==> src/rtl/epb_slave_ctrl_if.sv <==
// Internal register bus between the EPB slave controller and the register slaves.
// One single-beat transaction per EPB access: the master raises bus_stb with a
// stable address, write data, byte selects and direction, and the slave answers
// with a one-cycle bus_ack, which carries bus_rd_data on a read.
//   bus_addr    29  {epb_addr_gp, epb_addr}
//   bus_wr_data 16  write data
//   bus_sel      2  byte selects, active-high
//   bus_we       1  1 = write
//   bus_stb      1  transaction strobe
//   bus_rd_data 16  read data, valid with bus_ack
//   bus_ack      1  single-cycle acknowledge
interface epb_slave_ctrl_if;
   logic [28:0] bus_addr;
   logic [15:0] bus_wr_data;
   logic [1:0]  bus_sel;
   logic        bus_we;
   logic        bus_stb;
   logic [15:0] bus_rd_data;
   logic        bus_ack;

   modport master (
      output bus_addr, bus_wr_data, bus_sel, bus_we, bus_stb,
      input  bus_rd_data, bus_ack
   );

   modport slave (
      input  bus_addr, bus_wr_data, bus_sel, bus_we, bus_stb,
      output bus_rd_data, bus_ack
   );
endinterface

==> src/rtl/epb_slave_ctrl.sv <==
// EPB slave sequencing controller.
// Brings the PPC EPB pad signals into the clk domain and turns each access
// into exactly one strobe/ack transaction on the internal register bus. It
// drives the pad data/output-enable and the EPB ready line, and aborts a
// transaction that is not acknowledged within TIMEOUT_CYCLES.
// Ports:
//   clk, rst_n        system clock, async active-low reset
//   epb_cs_n          chip select (async, synchronized here)
//   epb_r_w_n         1 = read, 0 = write
//   epb_be_n          byte enables, active-low
//   epb_addr          word address
//   epb_addr_gp       general-purpose upper address
//   epb_data_in       data from the pads
//   epb_data_out      registered data to the pads
//   epb_data_oe_n     pad tri-state control, 0 drives
//   epb_rdy           ready to the PPC
//   bus               register bus, master side
//   bus_timeout       one-cycle pulse on abort
//   timeout_count     saturating abort count
module epb_slave_ctrl #(
   parameter int unsigned TIMEOUT_CYCLES = 1024,
   parameter int unsigned RDY_CYCLES     = 2,
   parameter logic [15:0] TIMEOUT_DATA   = 16'hDEAD
) (
   input  logic                    clk,
   input  logic                    rst_n,
   input  logic                    epb_cs_n,
   input  logic                    epb_r_w_n,
   input  logic [1:0]              epb_be_n,
   input  logic [22:0]             epb_addr,
   input  logic [5:0]              epb_addr_gp,
   input  logic [15:0]             epb_data_in,
   output logic [15:0]             epb_data_out,
   output logic                    epb_data_oe_n,
   output logic                    epb_rdy,
   epb_slave_ctrl_if.master        bus,
   output logic                    bus_timeout,
   output logic [15:0]             timeout_count
);

   localparam int TW = $clog2(TIMEOUT_CYCLES + 1);
   // Terminal value of the wait counter: the counter starts at 0 in the first
   // strobe cycle, so reaching TIMEOUT_CYCLES-1 means stb has been high for
   // exactly TIMEOUT_CYCLES cycles.
   localparam logic [TW-1:0] TO_LAST = TW'(TIMEOUT_CYCLES - 1);
   localparam logic [3:0]    RDY_N   = 4'(RDY_CYCLES);

   localparam logic [1:0] S_IDLE   = 2'd0;
   localparam logic [1:0] S_STROBE = 2'd1;
   localparam logic [1:0] S_RESP   = 2'd2;
   localparam logic [1:0] S_HOLD   = 2'd3;

   logic          cs_meta;
   logic          cs_s;
   logic [1:0]    state;
   logic [TW-1:0] to_cnt;
   logic [3:0]    rdy_cnt;
   logic          done;

   // Chip select synchronizer; idle (high) out of reset so no access starts.
   always_ff @(posedge clk or negedge rst_n) begin
      if (!rst_n) begin
         cs_meta <= 1'b1;
         cs_s    <= 1'b1;
      end else begin
         cs_meta <= epb_cs_n;
         cs_s    <= cs_meta;
      end
   end

   // Transaction ends on ack, or on the terminal count; ack has priority so a
   // coincident ack still returns real data.
   assign done = bus.bus_ack || (to_cnt == TO_LAST);

   always_ff @(posedge clk or negedge rst_n) begin
      if (!rst_n) begin
         state           <= S_IDLE;
         to_cnt          <= '0;
         rdy_cnt         <= '0;
         epb_data_out    <= '0;
         epb_data_oe_n   <= 1'b1;
         epb_rdy         <= 1'b0;
         bus.bus_addr    <= '0;
         bus.bus_wr_data <= '0;
         bus.bus_sel     <= '0;
         bus.bus_we      <= 1'b0;
         bus.bus_stb     <= 1'b0;
         bus_timeout     <= 1'b0;
         timeout_count   <= '0;
      end else begin
         bus_timeout <= 1'b0;
         case (state)
            S_IDLE: begin
               if (!cs_s) begin
                  // Pad address/data are stable while cs_n is low.
                  bus.bus_addr    <= {epb_addr_gp, epb_addr};
                  bus.bus_we      <= ~epb_r_w_n;
                  bus.bus_sel     <= ~epb_be_n;
                  bus.bus_wr_data <= epb_data_in;
                  bus.bus_stb     <= 1'b1;
                  to_cnt          <= '0;
                  state           <= S_STROBE;
               end
            end
            S_STROBE: begin
               if (done) begin
                  bus.bus_stb <= 1'b0;
                  if (!bus.bus_we)
                     epb_data_out <= bus.bus_ack ? bus.bus_rd_data : TIMEOUT_DATA;
                  if (!bus.bus_ack) begin
                     bus_timeout <= 1'b1;
                     if (timeout_count != 16'hFFFF)
                        timeout_count <= timeout_count + 16'd1;
                  end
                  // Master gave up: drop the access silently.
                  if (cs_s) begin
                     state <= S_IDLE;
                  end else begin
                     state   <= S_RESP;
                     rdy_cnt <= '0;
                     if (!bus.bus_we)
                        epb_data_oe_n <= 1'b0;
                  end
               end else begin
                  to_cnt <= to_cnt + 1'b1;
               end
            end
            S_RESP: begin
               if (rdy_cnt < RDY_N) begin
                  epb_rdy <= 1'b1;
                  rdy_cnt <= rdy_cnt + 4'd1;
               end else begin
                  epb_rdy <= 1'b0;
                  state   <= S_HOLD;
               end
            end
            S_HOLD: begin
               // Wait for cs to go away so one cs_n low period is one strobe.
               if (cs_s) begin
                  epb_data_oe_n <= 1'b1;
                  state         <= S_IDLE;
               end
            end
            default: state <= S_IDLE;
         endcase
      end
   end

endmodule

==> src/flat_wrapper.sv <==
// flat-port wrapper written by rule: the top's interface ports become plain ports
module epb_slave_ctrl_flat 
#(
   parameter int unsigned TIMEOUT_CYCLES = 1024,
   parameter int unsigned RDY_CYCLES     = 2,
   parameter logic [15:0] TIMEOUT_DATA   = 16'hDEAD
)
  (clk, rst_n, epb_cs_n, epb_r_w_n, epb_be_n, epb_addr, epb_addr_gp, epb_data_in, epb_data_out, epb_data_oe_n, epb_rdy, bus_timeout, timeout_count, bus_bus_addr, bus_bus_wr_data, bus_bus_sel, bus_bus_we, bus_bus_stb, bus_bus_rd_data, bus_bus_ack);
  epb_slave_ctrl_if bus_i ();
  input  logic clk;
  input  logic rst_n;
  input  logic epb_cs_n;
  input  logic epb_r_w_n;
  input  logic [1:0] epb_be_n;
  input  logic [22:0] epb_addr;
  input  logic [5:0] epb_addr_gp;
  input  logic [15:0] epb_data_in;
  output logic [15:0] epb_data_out;
  output logic epb_data_oe_n;
  output logic epb_rdy;
  output logic bus_timeout;
  output logic [15:0] timeout_count;
  output wire logic [$bits(bus_i.bus_addr)-1:0] bus_bus_addr;
  output wire logic [$bits(bus_i.bus_wr_data)-1:0] bus_bus_wr_data;
  output wire logic [$bits(bus_i.bus_sel)-1:0] bus_bus_sel;
  output wire logic [$bits(bus_i.bus_we)-1:0] bus_bus_we;
  output wire logic [$bits(bus_i.bus_stb)-1:0] bus_bus_stb;
  input wire logic [$bits(bus_i.bus_rd_data)-1:0] bus_bus_rd_data;
  input wire logic [$bits(bus_i.bus_ack)-1:0] bus_bus_ack;
  assign bus_bus_addr = bus_i.bus_addr;
  assign bus_bus_wr_data = bus_i.bus_wr_data;
  assign bus_bus_sel = bus_i.bus_sel;
  assign bus_bus_we = bus_i.bus_we;
  assign bus_bus_stb = bus_i.bus_stb;
  assign bus_i.bus_rd_data = bus_bus_rd_data;
  assign bus_i.bus_ack = bus_bus_ack;
  epb_slave_ctrl #(.TIMEOUT_CYCLES(TIMEOUT_CYCLES), .RDY_CYCLES(RDY_CYCLES), .TIMEOUT_DATA(TIMEOUT_DATA)) u_core (.clk(clk), .rst_n(rst_n), .epb_cs_n(epb_cs_n), .epb_r_w_n(epb_r_w_n), .epb_be_n(epb_be_n), .epb_addr(epb_addr), .epb_addr_gp(epb_addr_gp), .epb_data_in(epb_data_in), .epb_data_out(epb_data_out), .epb_data_oe_n(epb_data_oe_n), .epb_rdy(epb_rdy), .bus(bus_i), .bus_timeout(bus_timeout), .timeout_count(timeout_count));
endmodule
==> config.mk <==
export PLATFORM = sky130hd
export DESIGN_NAME = epb_slave_ctrl_flat
export DESIGN_NICKNAME = d
export VERILOG_FILES = /design/src/rtl/epb_slave_ctrl_if.sv /design/src/rtl/epb_slave_ctrl.sv /design/src/flat_wrapper.sv
export SDC_FILE = /design/constraint.sdc
export NUM_CORES = 1
export LEC_CHECK = 0
export CORE_ASPECT_RATIO = 0.8
export CORE_MARGIN = 10
export CORE_UTILIZATION = 45
export CTS_CLUSTER_DIAMETER = 80
export DETAILED_ROUTE_END_ITERATION = 16
export HOLD_SLACK_MARGIN = 0.15
export PLACE_DENSITY = 0.81
export SLEW_MARGIN = 20
export SYNTH_ARGS = -nofsm -noshare
export SYNTH_HDL_FRONTEND = slang
export SYNTH_SLANG_ARGS = --single-unit
==> constraint.sdc <==
create_clock -name clk -period 2.1 [get_ports clk]
set_clock_uncertainty 0.05 [all_clocks]
set_input_delay 0.42 -clock clk [delete_from_list [all_inputs] [get_ports clk]]
set_output_delay 0.42 -clock clk [all_outputs]
set_load 0.02 [all_outputs]
### After elaboration in Yosys (flattened, before gate mapping)

Cells that the tools add are included.

| storage, ports and cells | value |
|---|---|
| bits in registers | 103 |
| bits in latches | 0 |
| bits in writable memories | 0 |
| ROM bits | 0 |
| bits of input ports | 68 |
| memories kept | 0 |

| operators by class | value |
|---|---|
| add/subtract/negate cells | 3 |
| multiply operators | 0 |
| div/mod/pow operators | 0 |
| magnitude comparators | 1 |
| equal/unequal tests | 13 |
| shift operators | 0 |
| mux-type cells | 26 |
| bitwise operators | 5 |
| reduce and logical (&&, ||, !) cells | 13 |

Operator list:

| operator | number |
|---|---|
| 2-to-1 mux 11 bit | 2 |
| case mux 11 bit (2 select lines) | 1 |
| adder 16 x 1 -> 16 bit, second input constant | 1 |
| 2-to-1 mux 16 bit | 1 |
| != test 16 bit, second input constant | 1 |
| 2-to-1 mux 4 bit | 3 |
| AND reduction 4 bit | 3 |
| adder 11 x 1 -> 11 bit, second input constant | 1 |
| equality test 11 x 10 -> 1 bit, second input constant | 1 |
| 2-to-1 mux 1 bit | 10 |
| 2-to-1 mux 2 bit | 5 |
| != test 2 bit, second input constant | 5 |
| AND reduction 3 bit | 3 |
| case mux 2 bit (4 select lines) | 1 |
| case mux 4 bit (2 select lines) | 1 |
| != test 2 x 1 -> 1 bit, second input constant | 3 |
| nonzero test 2 bit | 3 |
| AND reduction 5 bit | 1 |
| adder 4 x 1 -> 4 bit, second input constant | 1 |
| equality test 2 bit, second input constant | 2 |
| < comparator 4 x 2 -> 1 bit, second input constant | 1 |
| NOT 1 bit | 4 |
| case mux 1 bit (2 select lines) | 2 |
| equality test 2 x 1 -> 1 bit, second input constant | 1 |
| other kinds (4) | 4 |

### Depth between registers and ports, before layout

Gate-level depths: netlist (run 1).

| logic depth | value |
|---|---|
| word-level depth | 4 |
| depth in mapped cells | 7 |
| depth with buffers taken out | 7 |

### Worst setup path after synthesis (run 1)

No wires, ideal clock.

| path | value |
|---|---|
| kind | register to register |
| start point | register u_core.timeout_count[0] |
| end point | register u_core.timeout_count[1] |
| arrival | 1,810 ps |
| required time | 1,925 ps |
| path slack | 115 ps |
| cell stages (with the launch flop) | 6 |
| period minus slack after synthesis | 1,985 ps |
| cells stage by stage | dfrtp_1 > ha_1 > and4_1 > and4_1 > a21oi_2 > mux2_2 |

| between the ends | value |
|---|---|
| word-level cells in the longest chain between the ends | 2 |
| elaborated cells between the ends (all ways) | 3 |
| classes of those cells | 1 x add/sub; 1 x eq/ne; 1 x reduce/logical |

Ends and longest elaborated chain:

| element | RTL line | source |
|---|---|---|
| from (decl) | epb_slave_ctrl.sv:38 | `output logic [15:0] timeout_count` |
| from (signal assigned) | epb_slave_ctrl.sv:113 | `timeout_count <= timeout_count + 16'd1;` |
| branches (longest 2 deep; another with adder 16 x 1 -> 16 bit) | -- |  |

Several ways; the timed one is not identified.
A chain may end at the register's enable or synchronous reset.

### Final worst setup path (run 1)

| path | value |
|---|---|
| start point | register u_core.epb_data_oe_n |
| end point | output epb_data_oe_n |

RTL lines:

| element | RTL line | source |
|---|---|---|
| from (decl) | epb_slave_ctrl.sv:34 | `output logic epb_data_oe_n,` |
| from (signal assigned) | epb_slave_ctrl.sv:81 | `epb_data_oe_n <= 1'b1;` |
| from (signal assigned) | epb_slave_ctrl.sv:122 | `epb_data_oe_n <= 1'b0;` |
| from (signal assigned) | epb_slave_ctrl.sv:140 | `epb_data_oe_n <= 1'b1;` |
| to (decl) | flat_wrapper.sv:19 | `output logic epb_data_oe_n;` |

No word-level cell between the ends.

==> results.rst, run 1 <==
.. list-table::
   :header-rows: 1

   * - Metric
     - Value
   * - Remaining max-slew budget at the tightest pin
     - 67.6%
   * - Root Driver
     - clkbuf_16
   * - Worst Reg2Reg Path Length in Cells
     - 5
   * - Maximum level of the CTS H-tree
     - 3
   * - Total clock sinks
     - 103
   * - Number of routed nets with antenna violations
     - 0
   * - Avg Inst Size Synth
     - ~10 µm²
   * - Netlist area before placement
     - roughly 0.0042 mm²
   * - Synth top area share
     - 59.8%
   * - Slowest CP cell
     - clkdlybuf4s50_1
   * - Clock-pin transition on the worst setup and hold timing paths
     - 70 ps
   * - Critical path startpoint category
     - register
   * - Share of synthesized area occupied by flip-flops and latches
     - 61.7%
   * - Outcome
     - finished, final reports clean
   * - Time the final worst path needs with I/O delays and setup
     - 1970 ps
   * - Vias in the first global route
     - between 3k and 4k
   * - Power density of the placed cells
     - 1320 mW/mm²
   * - Arrival time at the worst endpoint
     - approximately 1500 ps
   * - Routed via count
     - 3548
   * - Final-stage net count
     - about 660
   * - Number of hold-slack violations in the final timing report
     - 0
   * - Number of cell rows
     - 31
   * - Most frequent cells after synthesis
     - nand2_1, dfrtp_1, nor2_1
   * - FFs w/ async S/R, synth
     - 100%
   * - Count of filler cells inserted in the layout
     - 695
   * - Insertion delay to the later sink of the worst-skew pair
     - roughly 330 ps
   * - Synthesis warning total
     - 0
   * - Fin. max-slew vios
     - 0
   * - TritonRoute pass-1 iters
     - 4
   * - Count of endpoints failing setup in the final report
     - 0
   * - Area of the core region
     - 0.00908 mm²
   * - Die footprint
     - 0.0136 mm²
   * - Number of antenna diodes
     - 0
   * - Area after DPL
     - around 0.0060 mm²
   * - Proportion of layout cells with a drive suffix above 1
     - 9.44%
   * - Fmax
     - 508 MHz
   * - Top FF cell, synth
     - dfrtp_1
   * - Iteration-0 DRC count of the detailed router
     - 170
   * - Routed wire length per instance
     - approximately 17 µm
   * - Static leakage
     - 2.91 nW
   * - Peak VDD IR
     - 0.961 mV
   * - Crit end category
     - primary output
   * - Number of top-level pins
     - 152
   * - Number of vias per cell
     - 5.01
   * - Sequential Area
     - 0.00258 mm²
   * - WP data required
     - 1630 ps
   * - Pin count of the biggest net entering global routing
     - 55
   * - Setup Fix Bufs, Post-CTS
     - 0
   * - Area growth from synthesis to final layout
     - 51.2%
   * - Number of flops mapped to enable cells by yosys
     - 0
   * - Post-DP HPWL
     - 9020 µm
   * - Worst Hold Depth
     - 0
   * - Residual overflow from global routing
     - 0
   * - Net Count, Synth
     - 483
   * - Flip-flop and latch count after synthesis
     - 103
   * - Number of buffers on the longest clock path
     - 2
   * - Inserted Clock Buffers
     - 9
   * - Area of the multi-input gates
     - 0.00155 mm²
   * - Count of buffers from port buffering
     - 151
   * - Fin crit share
     - 93.8%
   * - Overall global routing resource usage
     - 17.7%
   * - Synth unique cells
     - 39
   * - Post-layout instance area
     - 0.00633 mm²
   * - Type of the worst setup path
     - register to primary output
   * - Number of buffers and inverters on the critical path
     - 1
   * - Cell type contributing the most total cell area after synthesis
     - dfrtp_1
   * - Worst min-delay path class
     - register to register
   * - Cell-by-cell listing of the critical path
     - clkdlybuf4s50_1
   * - Max-capacitance violation count
     - 0
   * - Worst Tran Pin Value
     - 482 ps
   * - Most instantiated library cell after synthesis
     - nand2_1
   * - DP Cell Count
     - 691
   * - Total detailed-routing wirelength
     - between 10000 and 15000 µm
   * - Setup repair after global routing missed its margin
     - false
   * - Stages on the worst setup path
     - 1
   * - Starting density of the core
     - 46.1%
   * - Number of standard cells in the layout, taps in and fillers out
     - 708
   * - Number of antenna violations at the first check in global routing
     - 0
   * - RD Place Congestion
     - approximately 0.8
   * - Max Fanout on Critical Path
     - 3
   * - Largest cells by area after synthesis
     - dfrtp_1, nand2_1, xnor2_1, o22a_1, dfstp_2
   * - CTS tree
     - yes
   * - Max incr delay on CP
     - 610 ps
   * - Wire length of the first global-routing pass
     - 19800 µm
   * - Vertical die dimension
     - 106 µm
   * - CP delay by family, top
     - buffers and inverters
   * - Number of cells produced by synthesis
     - 412
   * - Horizontal extent of the die
     - 128 µm
   * - Number of design rule violations left after detail routing
     - 0
==> kinds of logic (layout without fill, tap and decap cells) <==
kind of cell	Yosys count	in the layout	share of synthesized area (%)
simple gates	227	227	24.6
flops	103	103	61.7
compound gates	40	40	6.61
xor+xnor	19	19	3.98
buf+inv	18	199	1.74
fa+ha+maj	3	3	0.897
mux	2	2	0.509
==> state kept, by name, indices dropped and copies added, names as in the netlist, named ones only <==
name / cells
u_core.bus.bus_wr_data: 16
u_core.bus.bus_addr: 29
u_core.bus.bus_stb: 1
u_core.epb_data_oe_n: 1
u_core.rdy_cnt: 4
u_core.bus.bus_we: 1
u_core.cs_meta: 1
u_core.bus.bus_sel: 2
u_core.timeout_count: 16
u_core.to_cnt: 11
u_core.bus_timeout: 1
u_core.epb_rdy: 1
u_core.state: 1
u_core.epb_data_out: 16
u_core.cs_s: 1
==> power by group <==
| part | leakage, nW | switching (mW) | internal (mW) | total [mW] |
|---|---|---|---|---|
| Clock | 0.123 | 0.728 | 0.814 | 1.54 |
| Sequential | 1.29 | 0.451 | 2.70 | 3.15 |
| Combinational | 1.50 | 1.95 | 1.74 | 3.69 |
==> placed cells by master, fill, tap and decap left out, drive strengths merged, types with 9 or more instances in the layout <==
cell           synthesis  layout
nand4                  9       9
o22a                  11      11
clkbuf                10      11
xnor2                 13      13
nand3                 13      13
nor2                  15      15
dfrtp                100     100
nor3                   9       9
nand2                156     156
o21ai                 12      12
buf                    6      30
clkdlybuf4s50          0     150
==> layer usage <==
metal	vias to the layer above	track usage, %	share of wire [%]
met5	-	0	0
met2	146	27.8	45
met1	1674	19.3	39
met4	0	3.29	0.37
li1	1723	-	-
met3	5	12.5	16
==> worst paths after layout <==
check	start	end	slack, ps
worst max-delay path	u_core.epb_data_oe_n	epb_data_oe_n	130
min in group asynchronous	rst_n	u_core.timeout_count[6]	500
worst min-delay path	u_core.cs_meta	u_core.cs_s	310
worst max register to register	u_core.state[0]	u_core.timeout_count[15]	210
worst min register to register	u_core.cs_meta	u_core.cs_s	310
max in group asynchronous	rst_n	u_core.epb_data_oe_n	900
==> cell type report <==
type                    instances  share of cell area (%)
clock buffers                  11                    3.68
clock inverters                 5                   0.633
inverters                       2                   0.119
multi-input cells             291                    24.4
flip-flops and latches        103                    40.8
well taps                     115                    2.27
repair buffers                181                    28.0
==> stage by stage <==
| step | hold WS [ps] | power (mW) | setup slack, ps | util [%] | TNS (ps) |
|---|---|---|---|---|---|
| final | 314 | 8.38 | 131 | 69.7 | 0 |
| after global routing | 323 | 8.93 | 58.5 | 69.7 | 0 |
| after CTS | 313 | 8.49 | 112 | 69.6 | 0 |
| after detailed placement | 297 | 6.91 | -301 | 66.5 | -4200 |
| after global placement | 297 | 6.76 | -172 | 66.5 | -2250 |
| after floorplan | 74.4 | 4.92 | 115 | - | 0 |
==> what timing repair did <==
action	4_1_cts	5_1_grt
hold buffers	1	0
gates resized for setup	1	1
pin swaps	0	0
setup endpoints to repair	11	1
hold endpoints to repair	28	0
Note: power is estimated with default switching activity, not from simulation.
==> run 2, diff against run 1 <==
--- a/config.mk
+++ b/config.mk
@@ -10,6 +10,7 @@
 export CORE_UTILIZATION = 45
 export CTS_CLUSTER_DIAMETER = 80
 export DETAILED_ROUTE_END_ITERATION = 16
+export GPL_ROUTABILITY_DRIVEN = 0
 export HOLD_SLACK_MARGIN = 0.15
 export PLACE_DENSITY = 0.81
 export SLEW_MARGIN = 20
==> constraint.sdc (replaced) <==
create_clock -name clk -period 2.1 [get_ports clk]
set_clock_uncertainty 0.05 [all_clocks]
set_input_delay 0.21 -clock clk [delete_from_list [all_inputs] [get_ports clk]]
set_output_delay 0.21 -clock clk [all_outputs]
set_load 0.02 [all_outputs]
==> run 2 against run 1 <==
Effect of this change: power grew 2.8%; global-route usage shrank 0.31 points; via count shrank 0.28%; register-to-register slack lost 80 ps; largest cell class unchanged; clock power grew 19%; critical path type is now register to register; first-iteration DRC count grew 4.1%; clock-buffer cell count shrank 1; worst hold slack lost 82 ps; non-clock buffer count shrank 19.
==> results.rst, run 2 (synthesis gave the netlist of run 1 again) <==
.. list-table::
   :header-rows: 1

   * - Metric
     - Value
   * - Pin count of the biggest net entering global routing
     - 59
   * - WP data required
     - ~2300 ps
   * - Area after DPL
     - 0.00590 mm²
   * - Worst Tran Pin Value
     - 554 ps
   * - Remaining max-slew budget at the tightest pin
     - 63.0%
   * - Peak VDD IR
     - 0.952 mV
   * - Iteration-0 DRC count of the detailed router
     - 177
   * - Number of vias per cell
     - slightly above 5
   * - Maximum level of the CTS H-tree
     - 3
   * - Routed wire length per instance
     - 17.1 µm
   * - Number of antenna diodes
     - 0
   * - Count of buffers from port buffering
     - between 150 and 200
   * - Horizontal extent of the die
     - 128 µm
   * - Crit end category
     - register
   * - Most common library cell in the layout ignoring fill and taps
     - nand2_1
   * - Max incr delay on CP
     - roughly 430 ps
   * - Inserted Clock Buffers
     - 9
   * - Overall global routing resource usage
     - 17.4%
   * - Post-layout instance area
     - 0.00625 mm²
   * - Wire length of the first global-routing pass
     - ~19000 µm
   * - Number of hold-slack violations in the final timing report
     - 0
   * - Setup repair after global routing missed its margin
     - false
   * - Area of the core region
     - 0.00908 mm²
   * - Total clock sinks
     - 103
   * - Critical R2R Capture
     - u_core.timeout_count[15]
   * - Routed via count
     - ~3.5k
   * - Hold Crit Endpoint
     - u_core.cs_meta
   * - Fin. max-slew vios
     - 0
   * - Time the final worst path needs with I/O delays and setup
     - 1970 ps
   * - Number of flip-flops in the largest register
     - 29
   * - Number of buffers and inverters on the critical path
     - 0
   * - Minimum setup slack in the final design
     - 127 ps
   * - Worst R2R Setup Slack
     - 130 ps
   * - Critical path startpoint category
     - register
   * - Number of cell rows
     - 31
   * - Worst hold-check slack
     - ~230 ps
   * - Met1 track demand over resource in global routing
     - 19.6%
   * - Layer carrying the most global-route usage
     - met2
   * - Vertical die dimension
     - ~110 µm
   * - Leading cell types in the layout, fill and taps excluded
     - nand2_1, clkdlybuf4s50_1, dfrtp_1, nor2_1
   * - Post-DP HPWL
     - 8600 µm
   * - Outcome
     - finished, final reports clean
   * - Die footprint
     - 0.0136 mm²
   * - Starting density of the core
     - 46.1%
   * - Insertion delay to the later sink of the worst-skew pair
     - 350 ps
   * - TritonRoute pass-1 iters
     - 4
   * - Util after Layout
     - 68.9%
   * - Slowest CP cell
     - dfrtp_1
   * - Power density of the placed cells
     - 1380 mW/mm²
   * - Final TNS setup
     - 0 ps
   * - Routing usage on met3
     - 13.0%
   * - Number of antenna violations at the first check in global routing
     - 0
   * - Power consumption
     - approximately 8.6 mW
   * - Number of routed nets with antenna violations
     - 0
   * - Startpoint of the lowest-slack register-to-register path
     - u_core.timeout_count[1]
   * - Arrival time at the worst endpoint
     - 2150 ps
   * - Proportion of layout cells with a drive suffix above 1
     - 6.62%
   * - Number of standard cells in the layout, taps in and fillers out
     - ~700
   * - Fin crit share
     - 94.0%
   * - DP Cell Count
     - around 670
   * - Count of endpoints failing setup in the final report
     - 0
   * - Max Fanout on Critical Path
     - 6
   * - Area growth from synthesis to final layout
     - 49.4%
   * - Worst Reg2Reg Path Length in Cells
     - 6
   * - Cell-by-cell listing of the critical path
     - ha_1 -> and4_1 -> and4_1 -> nor4_4 -> nand4_1 -> xnor2_1
   * - Worst Hold Launch
     - epb_cs_n
   * - Fmax
     - 507 MHz
   * - Met2 routing resource usage after global routing
     - 25.5%
   * - Root Driver
     - clkbuf_16
   * - Clock-pin transition on the worst setup and hold timing paths
     - 70 ps
   * - Worst Hold Depth
     - 1
   * - Number of buffers on the longest clock path
     - 2
   * - Area of the multi-input gates
     - around 0.0015 mm²
   * - Residual overflow from global routing
     - 0
   * - Vias in the first global route
     - 3751
   * - Sequential Area
     - roughly 0.0026 mm²
   * - Max-capacitance violation count
     - 0
   * - Worst min-delay path class
     - input port to register
   * - Stages on the worst setup path
     - 6
   * - Type of the worst setup path
     - register to register
   * - Minimum setup slack after placement
     - 73.0 ps
   * - CTS tree
     - yes
   * - Most used cell along the critical path
     - and4_1
   * - Number of design rule violations left after detail routing
     - 0
   * - Total detailed-routing wirelength
     - 11800 µm
   * - Count of filler cells inserted in the layout
     - about 680
   * - Final-stage net count
     - 640
   * - Static leakage
     - 2.85 nW
   * - Number of top-level pins
     - around 150
   * - CP delay by family, top
     - simple AND/OR/NAND/NOR gates
   * - Largest register by flop count
     - u_core.bus.bus_addr
[run 2: area by class of cell]
| class | count | share of cell area, % |
|---|---|---|
| Clock inverter | 6 | 1.48 |
| Multi-Input combinational cell | 291 | 24.7 |
| Tap cell | 115 | 2.30 |
| Sequential cell | 103 | 41.3 |
| Inverter | 2 | 0.120 |
| Timing Repair Buffer | 162 | 26.3 |
| Clock buffer | 10 | 3.82 |
[run 2: power by group]
part	switching [mW]	internal, mW	total, mW
Combinational	1.94	1.72	3.66
Clock	0.750	1.08	1.83
Sequential	0.423	2.70	3.12
[run 2: timing repair]
| item | CTS | global route |
|---|---|---|
| gates resized for setup | 0 | 1 |
| endpoints found under the hold margin | 38 | 0 |
| setup buffers | 0 | 0 |
| hold buffers | 1 | 0 |
| endpoints found under the setup margin | 0 | 3 |
[run 2: metal layers]
layer / vias to the layer above / routed length [µm] / part of all wire, %
met2: 146 / 5060 / 43
li1: 1682 / - / -
met4: 0 / 126 / 1.1
met1: 1697 / 4610 / 39
met3: 13 / 1960 / 17
met5: - / 0 / 0
[run 2: how the worst max path moves through the flow]
| stage | from | endpoint | slack, ps |
|---|---|---|---|
| 2_1_floorplan | u_core.timeout_count[0] | u_core.timeout_count[1] | 120 |
| 3_3_place_gp | bus_bus_ack | u_core.timeout_count[15] | 110 |
| 3_5_place_dp | bus_bus_ack | u_core.timeout_count[15] | 70 |
| 4_1_cts | u_core.timeout_count[1] | u_core.timeout_count[1] | 70 |
| 5_1_grt | u_core.timeout_count[1] | u_core.timeout_count[15] | 9 |
| 6_report | u_core.timeout_count[1] | u_core.timeout_count[15] | 130 |
==> run 3, diff against run 2 <==
--- a/config.mk
+++ b/config.mk
@@ -13,6 +13,7 @@
 export GPL_ROUTABILITY_DRIVEN = 0
 export HOLD_SLACK_MARGIN = 0.15
 export PLACE_DENSITY = 0.81
+export SETUP_SLACK_MARGIN = 0.5
 export SLEW_MARGIN = 20
 export SYNTH_ARGS = -nofsm -noshare
 export SYNTH_HDL_FRONTEND = slang
==> constraint.sdc (replaced) <==
create_clock -name clk -period 2.1 [get_ports clk]
set_clock_uncertainty 0.05 [all_clocks]
set_input_delay 0.315 -clock clk [delete_from_list [all_inputs] [get_ports clk]]
set_output_delay 0.315 -clock clk [all_outputs]
set_load 0.02 [all_outputs]
==> run 3 against run 2 <==
Effect of this change: combinational power fell by 3%; largest power group unchanged; critical path type unchanged; highest routed layer unchanged; power down 2.7%; wire length rose by 13%; critical endpoint is now u_core.timeout_count[13].
==> results.rst, run 3 (synthesis gave the netlist of run 1 again) <==
.. list-table::
   :header-rows: 1

   * - Metric
     - Value
   * - Residual overflow from global routing
     - 0
   * - Routed wire length per instance
     - 18.3 µm
   * - Total detailed-routing wirelength
     - 13200 µm
   * - TritonRoute pass-1 iters
     - 4
   * - Power density of the placed cells
     - about 1300 mW/mm²
   * - Critical R2R Capture
     - u_core.timeout_count[13]
   * - Remaining max-slew budget at the tightest pin
     - 69.6%
   * - Worst R2R Setup Slack
     - 340 ps
   * - Number of hold-slack violations in the final timing report
     - 0
   * - Number of buffers on the longest clock path
     - 2
   * - Setup repair after global routing missed its margin
     - true
   * - Largest register by flop count
     - u_core.bus.bus_addr
   * - WP data required
     - between 2000 and 2500 ps
   * - Fin crit share
     - 83.9%
   * - Static leakage
     - 3.28 nW
   * - Proportion of layout cells with a drive suffix above 1
     - 18.0%
   * - Insertion delay to the later sink of the worst-skew pair
     - 340 ps
   * - Worst Hold Launch
     - u_core.cs_meta
   * - Arrival time at the worst endpoint
     - approximately 1900 ps
   * - Iteration-0 DRC count of the detailed router
     - 231
   * - Crit end category
     - register
   * - Cell-by-cell listing of the critical path
     - ha_4 -> and3_4 -> nand4_4 -> nor4_4 -> nand3_1 -> xnor2_1
   * - Number of antenna violations at the first check in global routing
     - 0
   * - CTS tree
     - yes
   * - Die footprint
     - between 0.01 and 0.015 mm²
   * - Number of vias per cell
     - 5.19
   * - Number of top-level pins
     - approximately 150
   * - Overall global routing resource usage
     - 18.4%
   * - Horizontal extent of the die
     - between 100 and 150 µm
   * - Most common library cell in the layout ignoring fill and taps
     - nand2_1
   * - Inserted Clock Buffers
     - 9
   * - Number of antenna diodes
     - 0
   * - Max Fanout on Critical Path
     - 4
   * - Starting density of the core
     - 46.1%
   * - Critical path startpoint category
     - register
   * - Minimum setup slack in the final design
     - 337 ps
   * - Type of the worst setup path
     - register to register
   * - Count of endpoints failing setup in the final report
     - 0
   * - Slowest CP cell
     - dfrtp_1
   * - Vertical die dimension
     - 106 µm
   * - Fmax
     - 567 MHz
   * - Peak VDD IR
     - ~0.76 mV
   * - Total clock sinks
     - 103
   * - Max-capacitance violation count
     - 0
   * - Minimum setup slack after placement
     - -0.593 ps
   * - Leading cell types in the layout, fill and taps excluded
     - nand2_1, dfrtp_1, dlygate4sd2_1, clkdlybuf4s50_1, buf_4
   * - Routed via count
     - around 3.7k
   * - Max incr delay on CP
     - approximately 410 ps
   * - Worst Hold Depth
     - 0
   * - Outcome
     - finished, final reports clean
   * - Area of the core region
     - 0.00908 mm²
   * - Maximum level of the CTS H-tree
     - 3
   * - Worst Tran Pin Value
     - 456 ps
   * - Startpoint of the lowest-slack register-to-register path
     - u_core.to_cnt[1]
   * - Fin. max-slew vios
     - 0
   * - Number of design rule violations left after detail routing
     - 0
   * - Number of routed nets with antenna violations
     - 0
   * - Post-DP HPWL
     - ~8400 µm
   * - Vias in the first global route
     - 4047
   * - Pin count of the biggest net entering global routing
     - 64
   * - Count of buffers from port buffering
     - 151
   * - Area growth from synthesis to final layout
     - 59.1%
   * - Number of cell rows
     - 31
   * - Worst hold-check slack
     - between 300 and 400 ps
   * - Number of flip-flops in the largest register
     - 29
   * - Root Driver
     - clkbuf_16
   * - Wire length of the first global-routing pass
     - 20500 µm
   * - Final-stage net count
     - 673
   * - Worst Reg2Reg Path Length in Cells
     - 6
   * - Clock-pin transition on the worst setup and hold timing paths
     - roughly 70 ps
   * - Worst min-delay path class
     - register to register
   * - Hold Crit Endpoint
     - u_core.cs_s
   * - Time the final worst path needs with I/O delays and setup
     - 1760 ps
-- run 3: layout make-up --
type	instances	area, µm²
flip-flops and latches	103	2590
fillers	671	2420
clock buffers	10	229
repair buffers	195	1820
inverters	2	7.51
clock inverters	6	75.1
well taps	115	144
multi-input cells	291	1790
-- run 3: worst max-delay path by stage --
stage,startpoint,to,slack [ps]
6_report,u_core.to_cnt[1],u_core.timeout_count[13],340
5_1_grt,u_core.to_cnt[10],u_core.epb_data_out[11],240
4_1_cts,u_core.timeout_count[1],u_core.timeout_count[15],350
3_5_place_dp,bus_bus_ack,u_core.timeout_count[15],-0.6
3_3_place_gp,bus_bus_ack,u_core.timeout_count[15],40
2_1_floorplan,u_core.to_cnt[0],u_core.to_cnt[7],370
-- run 3: critical path: cells and delay by family (launching register included) --
kind / cells / cell delay (ps)
xor+xnor: 1 / 150
fa+ha+maj: 1 / 170
flops: 1 / 410
simple gates: 4 / 860
-- run 3: what timing repair did --
action                                  in CTS  in global routing
hold endpoints to repair                    17                  0
cloned                                       2                  0
endpoints found under the setup margin     165                 62
hold buffers                                 1                  0
buffers inserted                            19                 10
gates resized for setup                    115                 43
pin swaps                                   18                 26
-- run 3: stage by stage --
stage	setup TNS [ps]	cells	util, %	power, mW	area (µm²)
finish	0	722	73.3	8.37	6660
global route	0	722	73.3	8.92	6660
CTS	0	712	71.1	8.27	6450
detailed placement	-0.593	674	65.3	6.82	5930
global placement	0	674	65.3	6.71	5930
floorplan	0	412	-	4.94	4230
-- run 3: per-layer routing --
metal	track usage, %	part of all wire (%)	wire length (µm)	vias to the layer above
met5	0	0	0	-
met4	4.17	1.3	172	0
met3	11.6	13	1750	18
met2	28.7	46	6050	161
met1	20.9	40	5260	1812
li1	-	-	-	1753
-- run 3: power by group --
| part | total (mW) | switching (mW) | leakage [nW] | internal [mW] |
|---|---|---|---|---|
| Sequential | 3.12 | 0.423 | 1.29 | 2.70 |
| Clock | 1.72 | 0.770 | 0.146 | 0.945 |
| Combinational | 3.54 | 2.09 | 1.85 | 1.45 |
| Total | 8.37 | 3.28 | 3.28 | 5.09 |
